===== config.mk =====
export PLATFORM = sky130hd
export DESIGN_NAME = pid_move_ctrl_flat
export DESIGN_NICKNAME = d
export VERILOG_FILES = /design/src/rtl/pid_move_if.sv /design/src/rtl/pid_move_ctrl.sv /design/src/flat_wrapper.sv
export SDC_FILE = /design/constraint.sdc
export NUM_CORES = 1
export LEC_CHECK = 0
export ABC_CLOCK_PERIOD_IN_PS = 2250
export BUFFER_PORTS_ARGS = -buffer_cell sky130_fd_sc_hd__buf_2
export CAP_MARGIN = 5
export CELL_PAD_IN_SITES_DETAIL_PLACEMENT = 2
export CELL_PAD_IN_SITES_GLOBAL_PLACEMENT = 2
export CORE_MARGIN = 2
export CORE_UTILIZATION = 30
export DETAILED_ROUTE_END_ITERATION = 12
export PLACE_DENSITY_LB_ADDON = 0.1
export SLEW_MARGIN = 20
export SYNTH_ARGS = -nofsm -noshare
export SYNTH_HDL_FRONTEND = slang
export SYNTH_SLANG_ARGS = --single-unit

===== constraint.sdc =====
create_clock -name clk -period 2.25 [get_ports clk]
set_input_delay 0.1125 -clock clk [delete_from_list [all_inputs] [get_ports clk]]
set_output_delay 0.1125 -clock clk [all_outputs]
set_load 0.01 [all_outputs]

===== src/rtl/pid_move_if.sv =====
// pid_move_if: command, heading and speed signals between the move sequencer and its environment.
interface pid_move_if;
  logic        cmd_vld;
  logic [3:0]  cmd_sqrs;
  logic        cmd_rdy;
  logic        err_vld;
  logic [11:0] error;
  logic        line_pulse;
  logic        stop;
  logic        moving;
  logic [9:0]  frwrd;
  logic        done;
  modport slave (
    input  cmd_vld, cmd_sqrs, err_vld, error, line_pulse, stop,
    output cmd_rdy, moving, frwrd, done
  );
  modport master (
    output cmd_vld, cmd_sqrs, err_vld, error, line_pulse, stop,
    input  cmd_rdy, moving, frwrd, done
  );
endinterface


===== src/rtl/pid_move_ctrl.sv =====
// pid_move_ctrl: sequences one move command, ramping frwrd up and down on err_vld strobes.
module pid_move_ctrl #(
  parameter logic [9:0]  FRWRD_INC = 10'd4,
  parameter logic [9:0]  FRWRD_DEC = 10'd8,
  parameter logic [9:0]  MAX_SPD   = 10'h2A0,
  parameter logic [11:0] ERR_THR   = 12'd48
) (
  input  logic clk,
  input  logic rst,
  pid_move_if.slave bus
);
  typedef enum logic [1:0] {IDLE, HEAD, RAMP_UP, RAMP_DN} state_e;
  state_e      state_q, state_d;
  logic [3:0]  sqrs_q, sqrs_d;
  logic [4:0]  line_cnt_q, line_cnt_d;
  logic [9:0]  frwrd_q, frwrd_d;
  logic        moving_q, cmd_rdy_q, done_q, done_d;
  logic [11:0] abs_err;
  logic [10:0] up_sum;
  logic [9:0]  up_val, dn_val;
  logic [4:0]  line_inc;
  // -2048 has no positive twin; saturate so it can never pass the settle check
  assign abs_err  = bus.error[11] ? ((bus.error == 12'h800) ? 12'h7FF : -bus.error) : bus.error;
  assign up_sum   = {1'b0, frwrd_q} + {1'b0, FRWRD_INC};
  assign up_val   = (up_sum > {1'b0, MAX_SPD}) ? MAX_SPD : up_sum[9:0];
  assign dn_val   = (frwrd_q > FRWRD_DEC) ? frwrd_q - FRWRD_DEC : '0;
  assign line_inc = line_cnt_q + 5'd1;
  always_comb begin
    state_d    = state_q;
    sqrs_d     = sqrs_q;
    line_cnt_d = line_cnt_q;
    frwrd_d    = frwrd_q;
    done_d     = 1'b0;
    unique case (state_q)
      IDLE: begin
        frwrd_d = '0;
        if (bus.cmd_vld) begin
          sqrs_d     = bus.cmd_sqrs;
          line_cnt_d = '0;
          state_d    = HEAD;
        end
      end
      HEAD: begin
        frwrd_d = '0;
        if (bus.stop) begin
          state_d = IDLE;
          done_d  = 1'b1;
        end else if (bus.err_vld && abs_err < ERR_THR) begin
          state_d = (sqrs_q == 4'd0) ? IDLE : RAMP_UP;
          done_d  = (sqrs_q == 4'd0);
        end
      end
      RAMP_UP: begin
        frwrd_d    = bus.err_vld ? up_val : frwrd_q;
        line_cnt_d = bus.line_pulse ? line_inc : line_cnt_q;
        if (bus.stop || (bus.line_pulse && line_inc == {sqrs_q, 1'b0}))
          state_d = RAMP_DN;
      end
      RAMP_DN: begin
        if (bus.err_vld) begin
          frwrd_d = dn_val;
          state_d = (dn_val == '0) ? IDLE : RAMP_DN;
          done_d  = (dn_val == '0);
        end
      end
      default: state_d = IDLE;
    endcase
  end
  always_ff @(posedge clk) begin
    if (rst) begin
      state_q    <= IDLE;
      sqrs_q     <= '0;
      line_cnt_q <= '0;
      frwrd_q    <= '0;
      moving_q   <= 1'b0;
      cmd_rdy_q  <= 1'b1;
      done_q     <= 1'b0;
    end else begin
      state_q    <= state_d;
      sqrs_q     <= sqrs_d;
      line_cnt_q <= line_cnt_d;
      frwrd_q    <= frwrd_d;
      moving_q   <= (state_d != IDLE);
      cmd_rdy_q  <= (state_d == IDLE);
      done_q     <= done_d;
    end
  end
  assign bus.cmd_rdy = cmd_rdy_q;
  assign bus.moving  = moving_q;
  assign bus.frwrd   = frwrd_q;
  assign bus.done    = done_q;
endmodule

===== src/flat_wrapper.sv =====
// flat-port wrapper written by rule: the top's interface ports become plain ports
module pid_move_ctrl_flat 
#(
  parameter logic [9:0]  FRWRD_INC = 10'd4,
  parameter logic [9:0]  FRWRD_DEC = 10'd8,
  parameter logic [9:0]  MAX_SPD   = 10'h2A0,
  parameter logic [11:0] ERR_THR   = 12'd48
)
  (clk, rst, bus_cmd_vld, bus_cmd_sqrs, bus_err_vld, bus_error, bus_line_pulse, bus_stop, bus_cmd_rdy, bus_moving, bus_frwrd, bus_done);
  pid_move_if bus_i ();
  input  logic clk;
  input  logic rst;
  input wire logic [$bits(bus_i.cmd_vld)-1:0] bus_cmd_vld;
  input wire logic [$bits(bus_i.cmd_sqrs)-1:0] bus_cmd_sqrs;
  input wire logic [$bits(bus_i.err_vld)-1:0] bus_err_vld;
  input wire logic [$bits(bus_i.error)-1:0] bus_error;
  input wire logic [$bits(bus_i.line_pulse)-1:0] bus_line_pulse;
  input wire logic [$bits(bus_i.stop)-1:0] bus_stop;
  output wire logic [$bits(bus_i.cmd_rdy)-1:0] bus_cmd_rdy;
  output wire logic [$bits(bus_i.moving)-1:0] bus_moving;
  output wire logic [$bits(bus_i.frwrd)-1:0] bus_frwrd;
  output wire logic [$bits(bus_i.done)-1:0] bus_done;
  assign bus_i.cmd_vld = bus_cmd_vld;
  assign bus_i.cmd_sqrs = bus_cmd_sqrs;
  assign bus_i.err_vld = bus_err_vld;
  assign bus_i.error = bus_error;
  assign bus_i.line_pulse = bus_line_pulse;
  assign bus_i.stop = bus_stop;
  assign bus_cmd_rdy = bus_i.cmd_rdy;
  assign bus_moving = bus_i.moving;
  assign bus_frwrd = bus_i.frwrd;
  assign bus_done = bus_i.done;
  pid_move_ctrl #(.FRWRD_INC(FRWRD_INC), .FRWRD_DEC(FRWRD_DEC), .MAX_SPD(MAX_SPD), .ERR_THR(ERR_THR)) u_core (.clk(clk), .rst(rst), .bus(bus_i));
endmodule

==> key figures, run 1 <==
Status
  – Run status: complete, no violations

Timing
  – Final setup fails: 0
  – Relative slew slack: 68.2%
  – Final Hold Slack: 0.0718 ns
  – Clk_skew: 0.0101 ns
  – Min Tclk post-route: 2.17 ns
  – Worst Tran Pin Value: 0.476 ns
  – Achievable frequency: 0.461 GHz
  – Final Max Tran Viols: 0
  – Final hold violation count: 0
  – Part of the cycle the worst path needs: 96.4%

Logic synthesis
  – Post-synth net total: 247
  – Area leader, netlist: dfxtp_1
  – Synthesized instance count: 220
  – Asr flop ratio synth: 0%
  – Yosys warning count: 0
  – Multiplexer share of the synthesized area: 7.21%
  – Synth Area in Simple Gates: 25.3%
  – Synth Flop Type: dfxtp_1
  – Sequential area share after synthesis: 28.2%
  – Unique cell type count in the Yosys netlist: 51
  – Syn Std Cell Area: 0.00170 mm2
  – Post-synth top area share: 28.2%
  – EDFF count, synth: 0
  – Compound-Gate Fraction of Synth Area: 25.9%
  – Main combinational cell family by area after synthesis: compound AO/OA/AOI/OAI gates
  – Flops & latches, synth: 24
  – Adder-cell share of the synthesized area: 3.68%
  – Syn Area/Cell: 7.73 um2
  – Top cells by area, synth: dfxtp_1, mux2i_1, nor2_1
  – Post-Synth XOR/XNOR Area: 3.60%

Setup path
  – Cell family with most CP delay: simple AND/OR/NAND/NOR gates
  – Critical path class: register to register
  – Crit-path slowest cell: or4_4
  – Critical-path cell list: or4_4 -> nor2_2 -> mux2_2 -> o31ai_2 -> o211a_1 -> a211oi_1
  – Required time of the critical path: 2.40 ns
  – Worst EP arrival: 2.32 ns
  – Crit. End Element: register
  – Worst path max stage delay: 0.55 ns
  – CP bufs+invs: 0
  – Critical-path maximum fanout: 6
  – Startpoint Class: register

Floorplan
  – Core Footprint: 0.00551 mm2
  – # rows: 27
  – Initial Util: 30.9%
  – Die area: 0.00629 mm2
  – Chip Width: 79.3 um
  – Io pins: 35
  – Die Span Y: 79.3 um

Final layout
  – Multi-input gate area: 0.00113 mm2
  – Post-Route Utilization: 37.8%
  – Fin nets: 286
  – N_diodes: 0
  – Seq. cell area: 482 um2
  – Area grow syn2layout: 22.2%
  – # fillers: 656
  – Layout cells sized above 1: 24.8%

Global route
  – Initial antenna violation count: 0
  – Vias in the first global route: 1945
  – Total grt overflow: 0
  – First-pass GRT wire length: 9900 um
  – Largest net degree at the start of global routing: 22
  – All-layer global routing usage: 20.1%

Routing
  – Detailed Route WL: 6060 um
  – Wirelength per Cell: 18.4 um
  – Vias per cell: 5.54
  – Remaining antenna violation count: 0
  – # DRC: 0
  – DR vias: 1829
  – DR pass1 iterations: 4
  – DR iter-0 viols: 48

Power
  – Leak pwr: 0.865 nW
  – Peak supply drop: 0.000262 V
  – Sequential power share: 53.2%
  – P per Cell Area: 402 mW/mm2
  – Internal power: 0.630 mW
  – Combinational share of power: 10.4%
  – Switching share of power: 24.7%
  – Sw power: 0.206 mW
  – Clock share of power: 36.4%

Placement
  – Post-DP HPWL: 4500 um
  – Buffers on Ports: 34
  – GP Congestion: 0.749

Clocking
  – Clock transition at path regs: 0.09 ns
  – CTS tree: built
  – H-Tree Depth: 1
  – Inserted Clock Buffers: 3
  – Clock sinks: 24
  – Hold_buf cts: 0
  – Worst-Skew Late Latency: 0.27 ns
  – Quantity of gates resized following cts: 0
  – Setup bufs post-CTS: 0
  – Max clock buf depth: 2
  – Root Driver: clkbuf_8

Run
  – Max-cap viol count: 0

Hold path
  – Min-Delay Path Class: input pin to register
tightest hold or removal path, cell delays in order:
cell,delay (ns)
buf_2,0.07
mux2i_1,0.06
nor2_1,0.07
path summary, 6_finish.rpt:
path / from / to / slack, ns / cells past startpoint
worst min register to register: u_core.bus.frwrd[1]$_SDFFE_PP0P_ / u_core.bus.frwrd[1]$_SDFFE_PP0P_ / 0.48 / 2
worst max register to register: u_core.bus.frwrd[3]$_SDFFE_PP0P_ / u_core.bus.moving$_SDFF_PP0_ / 0.08 / 6
worst max-delay path: u_core.bus.frwrd[3]$_SDFFE_PP0P_ / u_core.bus.moving$_SDFF_PP0_ / 0.08 / 6
worst min-delay path: bus_cmd_sqrs[0] / u_core.sqrs_q[0]$_SDFFE_PP0P_ / 0.07 / 3
placed cells by master, fill, tap and decap left out, types with 2 or more instances in the layout:
master,n
a31oi_1,3
mux2i_1,10
and4_1,3
a211oi_1,3
nand2_1,17
buf_2,34
o211ai_1,3
clkbuf_8,4
nor4_1,2
a311oi_1,3
inv_1,9
ha_1,5
buf_4,13
a41oi_1,3
o31a_1,4
nand2b_1,5
dfxtp_1,23
a21oi_1,11
xnor2_1,5
and3_1,3
mux2_2,2
and2_1,2
nor2_1,25
o31ai_1,2
or3_1,4
o21ai_0,16
nand3_1,6
a22oi_1,3
nand4_1,2
nor3_1,6
xor2_1,2
nor2b_1,2
cells by family after synthesis:
| family | count (synthesis) |
|---|---|
| compound gates | 64 |
| simple gates | 84 |
| xor+xnor | 7 |
| buf+inv | 24 |
| fa+ha+maj | 5 |
| mux | 12 |
| flops | 24 |
power by group through the flow:
stage                     clock (mW)  sequential [mW]  combinational [mW]
final                          0.305            0.445              0.0866
after global routing           0.334            0.447              0.0963
after CTS                      0.311            0.445              0.0871
after detailed placement           0            0.455              0.0862
after global placement             0            0.454              0.0821
after floorplan                    0            0.451              0.0467
metal layers:
metal | track usage [%] | wire (um)
met3 | 3.86 | 179
met2 | 33.8 | 2920
met5 | 0 | 0
met4 | 3.79 | 32
met1 | 26.9 | 2920
sequential cells by signal (all words and copies together) (netlist names):
name and flops:
u_core.bus.cmd_rdy 1, u_core.bus.moving 1, u_core.line_cnt_q 5, u_core.state_q 2, u_core.bus.done 1, u_core.sqrs_q 4, u_core.bus.frwrd 10
per-stage QoR:
stage	cell area (um2)	worst slack [ns]	total power, mW	instances	TNS, ns
4_1_cts	2070	0.0182	0.844	330	0
3_5_place_dp	2010	0.0344	0.541	326	0
6_report	2080	0.0805	0.836	330	0
3_3_place_gp	2010	0.127	0.537	326	0
2_1_floorplan	1700	0.0905	0.498	220	0
5_1_grt	2080	-0.0423	0.878	330	-0.0657
Yosys cell counts (all sizes together) (6+ instances only):
cell,number
a21oi,12
nand2,17
nand3,6
buf,6
nor2,26
inv,10
o21ai,16
mux2i,10
dfxtp,24
nor3,6
clkbuf,8
final cells by class:
cell class	instances	area share, %
Tap cell	72	4.33
Multi-Input combinational cell	172	54.2
Sequential cell	24	23.2
Clock buffer	4	2.65
Inverter	10	1.81
Timing Repair Buffer	48	13.8
No activity file was read; power rests on OpenSTA's default activity.
==> run 2: changes to the inputs <==
--- a/config.mk
+++ b/config.mk
@@ -13,7 +13,7 @@
 export CORE_MARGIN = 2
 export CORE_UTILIZATION = 30
 export DETAILED_ROUTE_END_ITERATION = 12
-export PLACE_DENSITY_LB_ADDON = 0.1
+export PLACE_DENSITY = 0.82
 export SLEW_MARGIN = 20
 export SYNTH_ARGS = -nofsm -noshare
 export SYNTH_HDL_FRONTEND = slang
==> run 2 against run 1 <==
Wire length is 3.3% lower. Cell area is 0.30% higher. Critical path type unchanged. Sequential share of layout area is 0.070 points lower. Register-to-register slack hardly changed. Largest cell class unchanged. Maximum frequency is 0.41% lower. Sequential power hardly changed. Via count is 0.11% lower.
==> key figures, run 2 (synthesis results as in run 1) <==
Status
  – Run status: complete, no violations (unchanged)

Timing
  – Part of the cycle the worst path needs: 96.8% (was 96.4%)
  – Final setup fails: 0 (unchanged)
  – Final Max Tran Viols: 0 (unchanged)
  – Achievable frequency: 0.459 GHz (was 0.461 GHz)
  – Clk_skew: 0.00513 ns (was 0.0101 ns)
  – Worst Tran Pin Value: 0.407 ns (was 0.476 ns)
  – Sum of negative setup slack: 0 ns (unchanged)
  – Relative slew slack: 72.8% (was 68.2%)
  – Min Tclk post-route: 2.18 ns (was 2.17 ns)
  – Final hold violation count: 0 (unchanged)
  – Final Hold Slack: 0.0733 ns (was 0.0718 ns)
  – Post-route setup slack: 0.0715 ns (was 0.0805 ns)

Setup path
  – Critical-path maximum fanout: 6 (unchanged)
  – Crit path depth: 6 (unchanged)
  – Worst path max stage delay: 0.54 ns (was 0.55 ns)
  – Required time of the critical path: 2.39 ns (was 2.40 ns)
  – Cell family with most CP delay: simple AND/OR/NAND/NOR gates (unchanged)
  – Critical Path End: u_core.bus.moving$_SDFF_PP0_ (unchanged)
  – Critical path class: register to register (unchanged)
  – Startpoint Class: register (unchanged)
  – Worst EP arrival: 2.32 ns (about the same)
  – Critical-path cell list: or4_4 -> nor2_2 -> mux2_2 -> o31ai_2 -> o211a_1 -> a211oi_1 (unchanged)
  – Crit-path slowest cell: or4_4 (unchanged)
  – R2R Setup Slk: 0.07 ns (was 0.08 ns)
  – Cells on worst reg2reg path: 6 (unchanged)
  – Crit. End Element: register (unchanged)
  – CP bufs+invs: 0 (unchanged)
  – Worst r2r src: u_core.bus.frwrd[3]$_SDFFE_PP0P_ (unchanged)
  – Worst Setup SP: u_core.bus.frwrd[3]$_SDFFE_PP0P_ (unchanged)
  – Reg-to-Reg End: u_core.bus.moving$_SDFF_PP0_ (unchanged)

Floorplan
  – Core Footprint: 0.00551 mm2 (unchanged)
  – Initial Util: 30.9% (unchanged)
  – Die Span Y: 79.3 um (unchanged)
  – # rows: 27 (unchanged)
  – Io pins: 35 (unchanged)
  – Chip Width: 79.3 um (unchanged)
  – Die area: 0.00629 mm2 (unchanged)

Final layout
  – Layout cells sized above 1: 26.4% (was 24.8%)
  – Most common cell after layout, fill and taps aside: buf_2 (unchanged)
  – Finished Layout Cells: 330 (unchanged)
  – Max FFs per register: 10 (unchanged)
  – Most frequent cells in the layout: buf_2, nor2_1, dfxtp_1 (unchanged)
  – Fin nets: 286 (unchanged)
  – Area grow syn2layout: 22.6% (was 22.2%)
  – N_diodes: 0 (unchanged)
  – Post-Route Utilization: 37.9% (was 37.8%)

Power
  – Sw power: 0.202 mW (was 0.206 mW)
  – Sequential power share: 53.4% (was 53.2%)
  – Combinational share of power: 10.1% (was 10.4%)
  – Switching share of power: 24.3% (was 24.7%)
  – Peak supply drop: 0.000212 V (was 0.000262 V)
  – Leak pwr: 0.848 nW (was 0.865 nW)
  – P per Cell Area: 399 mW/mm2 (was 402 mW/mm2)
  – Internal power: 0.630 mW (about the same)
  – Clock share of power: 36.5% (was 36.4%)

Routing
  – DR iter-0 viols: 66 (was 48)
  – # DRC: 0 (unchanged)
  – DR vias: 1827 (was 1829)
  – DR pass1 iterations: 4 (unchanged)
  – Remaining antenna violation count: 0 (unchanged)
  – Wirelength per Cell: 17.7 um (was 18.4 um)
  – Detailed Route WL: 5850 um (was 6060 um)
  – Vias per cell: 5.54 (about the same)

Placement
  – Pre-CTS WS: -0.00528 ns (was 0.0344 ns)
  – Post-DP HPWL: 4490 um (was 4500 um)
  – Placed insts: 325 (was 326)
  – GP Congestion: 0.783 (was 0.749)
  – Buffers on Ports: 34 (unchanged)

Global route
  – Largest net degree at the start of global routing: 22 (unchanged)
  – All-layer global routing usage: 19.4% (was 20.1%)
  – First-pass GRT wire length: 9710 um (was 9900 um)
  – Total grt overflow: 0 (unchanged)
  – Vias in the first global route: 1964 (was 1945)
  – Initial antenna violation count: 0 (unchanged)

Hold path
  – Hold Crit Start: bus_cmd_sqrs[1] (was bus_cmd_sqrs[0])
  – Min-Delay Path Class: input pin to register (unchanged)

Clocking
  – Root Driver: clkbuf_8 (unchanged)
  – Worst-Skew Late Latency: 0.27 ns (about the same)
  – Max clock buf depth: 2 (unchanged)
  – CTS tree: built (unchanged)
  – Clock sinks: 24 (unchanged)
  – Clock transition at path regs: 0.09 ns (about the same)
  – Inserted Clock Buffers: 3 (unchanged)
  – H-Tree Depth: 1 (unchanged)
  – Hold_buf cts: 0 (unchanged)

Run
  – Max-cap viol count: 0 (unchanged)
## run 2: tightest hold or removal path, delay by kind of cell
kind	cells	cell delay (ns)
simple gates	1	0.07
buf+inv	1	0.07
mux	1	0.05
## run 2: cell type report
type	instances	area, um2
Tap cell	72	90.1
Timing Repair Buffer	48	275
Inverter	10	37.5
Clock buffer	4	55.1
Fill cell	664	3420
Sequential cell	24	482
Multi-Input combinational cell	172	1150
## run 2: layer usage
layer | track usage, % | share of wire (%) | vias to the layer above
met1 | 23.0 | 43 | 915
met2 | 37.4 | 54 | 20
met5 | 0 | 0 | -
met4 | 4.31 | 0.43 | 0
li1 | - | - | 890
met3 | 1.93 | 2.4 | 2
## run 2: stage by stage
step / instance area (um2) / total power, mW
floorplan: 1700 / 0.498
global placement: 1990 / 0.535
detailed placement: 1990 / 0.540
CTS: 2050 / 0.845
global route: 2090 / 0.874
finish: 2090 / 0.832
## run 2: what timing repair did
action | in CTS | in global routing
buffers inserted | 0 | 1
pin swaps | 0 | 3
gates resized for setup | 2 | 6
setup endpoints to repair | 3 | 8
## run 2: worst min path at each step
stage | cells after the start | end | slack (ns)
after global routing | 3 | u_core.sqrs_q[0]$_SDFFE_PP0P_ | 0.08
after CTS | 3 | u_core.sqrs_q[1]$_SDFFE_PP0P_ | 0.07
after global placement | 3 | u_core.sqrs_q[1]$_SDFFE_PP0P_ | 0.35
after detailed placement | 3 | u_core.sqrs_q[1]$_SDFFE_PP0P_ | 0.36
after floorplan | 2 | u_core.sqrs_q[0]$_SDFFE_PP0P_ | 0.26
final | 3 | u_core.sqrs_q[1]$_SDFFE_PP0P_ | 0.07
## run 2: power groups by stage
stage	clock network [mW]	logic [mW]	registers, mW
final	0.303	0.0840	0.445
after global routing	0.333	0.0935	0.447
after CTS	0.314	0.0852	0.445
after detailed placement	0	0.0843	0.455
after global placement	0	0.0808	0.454
after floorplan	0	0.0467	0.451
==> run 3: changes to the inputs <==
==> constraint.sdc (replaced) <==
create_clock -name clk -period 2.25 [get_ports clk]
set_input_delay 0 -clock clk [delete_from_list [all_inputs] [get_ports clk]]
set_output_delay 0 -clock clk [all_outputs]
set_load 0.01 [all_outputs]
==> run 3 against run 2 <==
Clock-buffer cell count is the same. Setup slack lost 0.0022 ns. Register-to-register slack is essentially flat. Flip-flop and latch count is the same. Combinational power grew 7.1%. Global-route usage grew 0.21 points. Wire length grew 0.53%. Maximum frequency shrank 0.10%. Critical path type unchanged. Largest cell class unchanged. Largest power group unchanged. Highest routed layer unchanged.
==> key figures, run 3 (synthesis results as in run 1) <==
Status
  – Run status: complete, no violations (unchanged)

Clocking
  – CTS tree: built (unchanged)
  – Clock transition at path regs: 0.09 ns (about the same)
  – Root Driver: clkbuf_8 (unchanged)
  – Inserted Clock Buffers: 3 (unchanged)
  – Max clock buf depth: 2 (unchanged)
  – H-Tree Depth: 1 (unchanged)
  – Worst-Skew Late Latency: 0.27 ns (about the same)
  – Clock sinks: 24 (unchanged)

Routing
  – # DRC: 0 (unchanged)
  – Detailed Route WL: 5890 um (was 5850 um)
  – Vias per cell: 5.57 (was 5.54)
  – Wirelength per Cell: 17.6 um (was 17.7 um)
  – Remaining antenna violation count: 0 (unchanged)
  – DR pass1 iterations: 4 (unchanged)
  – DR iter-0 viols: 63 (was 66)
  – DR vias: 1861 (was 1827)

Setup path
  – Critical path class: register to register (unchanged)
  – Cells on worst reg2reg path: 6 (unchanged)
  – Startpoint Class: register (unchanged)
  – Worst EP arrival: 2.32 ns (about the same)
  – Crit. End Element: register (unchanged)
  – Critical-path cell list: or4_4 -> nor2_2 -> mux2_2 -> o31ai_2 -> o211a_1 -> a211oi_1 (unchanged)
  – Required time of the critical path: 2.39 ns (about the same)
  – Reg-to-Reg End: u_core.bus.moving$_SDFF_PP0_ (unchanged)
  – Worst r2r src: u_core.bus.frwrd[3]$_SDFFE_PP0P_ (unchanged)
  – Worst path max stage delay: 0.54 ns (about the same)
  – Crit-path slowest cell: or4_4 (unchanged)
  – Critical-path maximum fanout: 6 (unchanged)
  – R2R Setup Slk: 0.07 ns (about the same)

Global route
  – M1 GR Usage: 23.2% (was 23.0%)
  – M2 GR Usage: 37.9% (was 37.4%)
  – First-pass GRT wire length: 9790 um (was 9710 um)
  – Largest net degree at the start of global routing: 22 (unchanged)
  – Vias in the first global route: 1970 (was 1964)
  – Total grt overflow: 0 (unchanged)
  – Most Crowded Layer GR: met2 (unchanged)
  – Grt met3 use: 1.93% (unchanged)
  – All-layer global routing usage: 19.6% (was 19.4%)
  – Initial antenna violation count: 0 (unchanged)

Timing
  – Final hold violation count: 0 (unchanged)
  – Worst Tran Pin Value: 0.411 ns (was 0.407 ns)
  – Achievable frequency: 0.459 GHz (about the same)
  – Final setup fails: 0 (unchanged)
  – Relative slew slack: 72.6% (was 72.8%)
  – Part of the cycle the worst path needs: 96.9% (was 96.8%)
  – Clk_skew: 0.00538 ns (was 0.00513 ns)
  – Final Hold Slack: 0.0752 ns (was 0.0733 ns)
  – Final Max Tran Viols: 0 (unchanged)
  – Min Tclk post-route: 2.18 ns (about the same)

Power
  – Peak supply drop: 0.000216 V (was 0.000212 V)
  – Leak pwr: 0.865 nW (was 0.848 nW)
  – P per Cell Area: 394 mW/mm2 (was 399 mW/mm2)

Hold path
  – Hold Crit Start: bus_line_pulse (was bus_cmd_sqrs[1])
  – Hold depth: 3 (unchanged)
  – Hold path endpoint: u_core.line_cnt_q[1]$_SDFFE_PP0P_ (was u_core.sqrs_q[1]$_SDFFE_PP0P_)
  – Min-Delay Path Class: input pin to register (unchanged)

Floorplan
  – Die area: 0.00629 mm2 (unchanged)
  – Core Footprint: 0.00551 mm2 (unchanged)
  – Chip Width: 79.3 um (unchanged)
  – # rows: 27 (unchanged)
  – Die Span Y: 79.3 um (unchanged)
  – Initial Util: 30.9% (unchanged)
  – Io pins: 35 (unchanged)

Placement
  – GP Congestion: 0.783 (unchanged)
  – Buffers on Ports: 34 (unchanged)
  – Post-DP HPWL: 4490 um (unchanged)

Final layout
  – Post-Route Utilization: 38.6% (was 37.9%)
  – Fin nets: 290 (was 286)
  – # fillers: 658 (was 664)
  – Most frequent cells in the layout: buf_2, nor2_1, dfxtp_1 (unchanged)
  – Most common cell after layout, fill and taps aside: buf_2 (unchanged)
  – N_diodes: 0 (unchanged)
  – Max FFs per register: 10 (unchanged)
  – Area grow syn2layout: 24.9% (was 22.6%)
  – Layout cells sized above 1: 26.0% (was 26.4%)

Run
  – Max-cap viol count: 0 (unchanged)
[run 3: cell types whose count changed in the layout (fill, tap and decap cells not counted), sizes merged]
cell         delta
dlygate4sd3     +4
[run 3: critical path, delay by kind of cell, from the launching register on]
family | cells | cell delay [ns]
and+or+nand+nor | 2 | 0.68
AOI/OAI and AO/OA | 3 | 0.63
muxes | 1 | 0.38
DFF | 1 | 0.37
[run 3: worst max-delay path by stage]
stage          depth (start not counted)                          endpoint                        startpoint
2_1_floorplan                          8  u_core.bus.frwrd[9]$_SDFFE_PP0P_  u_core.bus.frwrd[3]$_SDFFE_PP0P_
3_3_place_gp                           7      u_core.bus.moving$_SDFF_PP0_  u_core.bus.frwrd[3]$_SDFFE_PP0P_
3_5_place_dp                           7      u_core.bus.moving$_SDFF_PP0_  u_core.bus.frwrd[3]$_SDFFE_PP0P_
4_1_cts                                8      u_core.bus.moving$_SDFF_PP0_  u_core.bus.frwrd[2]$_SDFFE_PP0P_
5_1_grt                                8  u_core.bus.frwrd[5]$_SDFFE_PP0P_  u_core.bus.frwrd[3]$_SDFFE_PP0P_
6_report                               6      u_core.bus.moving$_SDFF_PP0_  u_core.bus.frwrd[3]$_SDFFE_PP0P_
[run 3: area by class of cell]
| type | instances | area [um2] | area share (%) |
|---|---|---|---|
| clock buffer | 4 | 55.1 | 2.59 |
| inverter | 10 | 37.5 | 1.77 |
| multi-input combinational | 172 | 1150 | 53.9 |
| sequential | 24 | 482 | 22.7 |
| tap | 72 | 90.1 | 4.24 |
| timing repair buffer | 52 | 315 | 14.8 |
[run 3: timing repair]
action / CTS / global route
resized for setup: 2 / 6
cloned: 0 / 0
endpoints found under the setup margin: 3 / 8
pin swaps: 0 / 3
endpoints found under the hold margin: 4 / 0
buffers inserted: 0 / 1
hold buffers: 4 / 0
[run 3: report_power, final]
part,switching (mW),total [mW],internal [mW]
clock network,0.147,0.303,0.156
registers,0.0102,0.445,0.435
logic,0.0465,0.0900,0.0434
total,0.203,0.838,0.634
[run 3: per-layer routing]
layer	up-vias	routed length [um]
met1	928	2500
met5	-	0
met3	2	174
met2	32	3190
met4	0	25
li1	899	-
[run 3: stage by stage]
step           worst slack, ns  power [mW]  std cells  instance area (um2)   TNS, ns
3_5_place_dp          -0.00528       0.540        325                 1990  -0.00528
6_report                0.0693       0.838        334                 2130         0
4_1_cts                0.00277       0.850        333                 2090         0
5_1_grt               -0.00867       0.880        334                 2130  -0.00867
2_1_floorplan           0.0905       0.498        220                 1700         0
3_3_place_gp             0.110       0.535        325                 1990         0
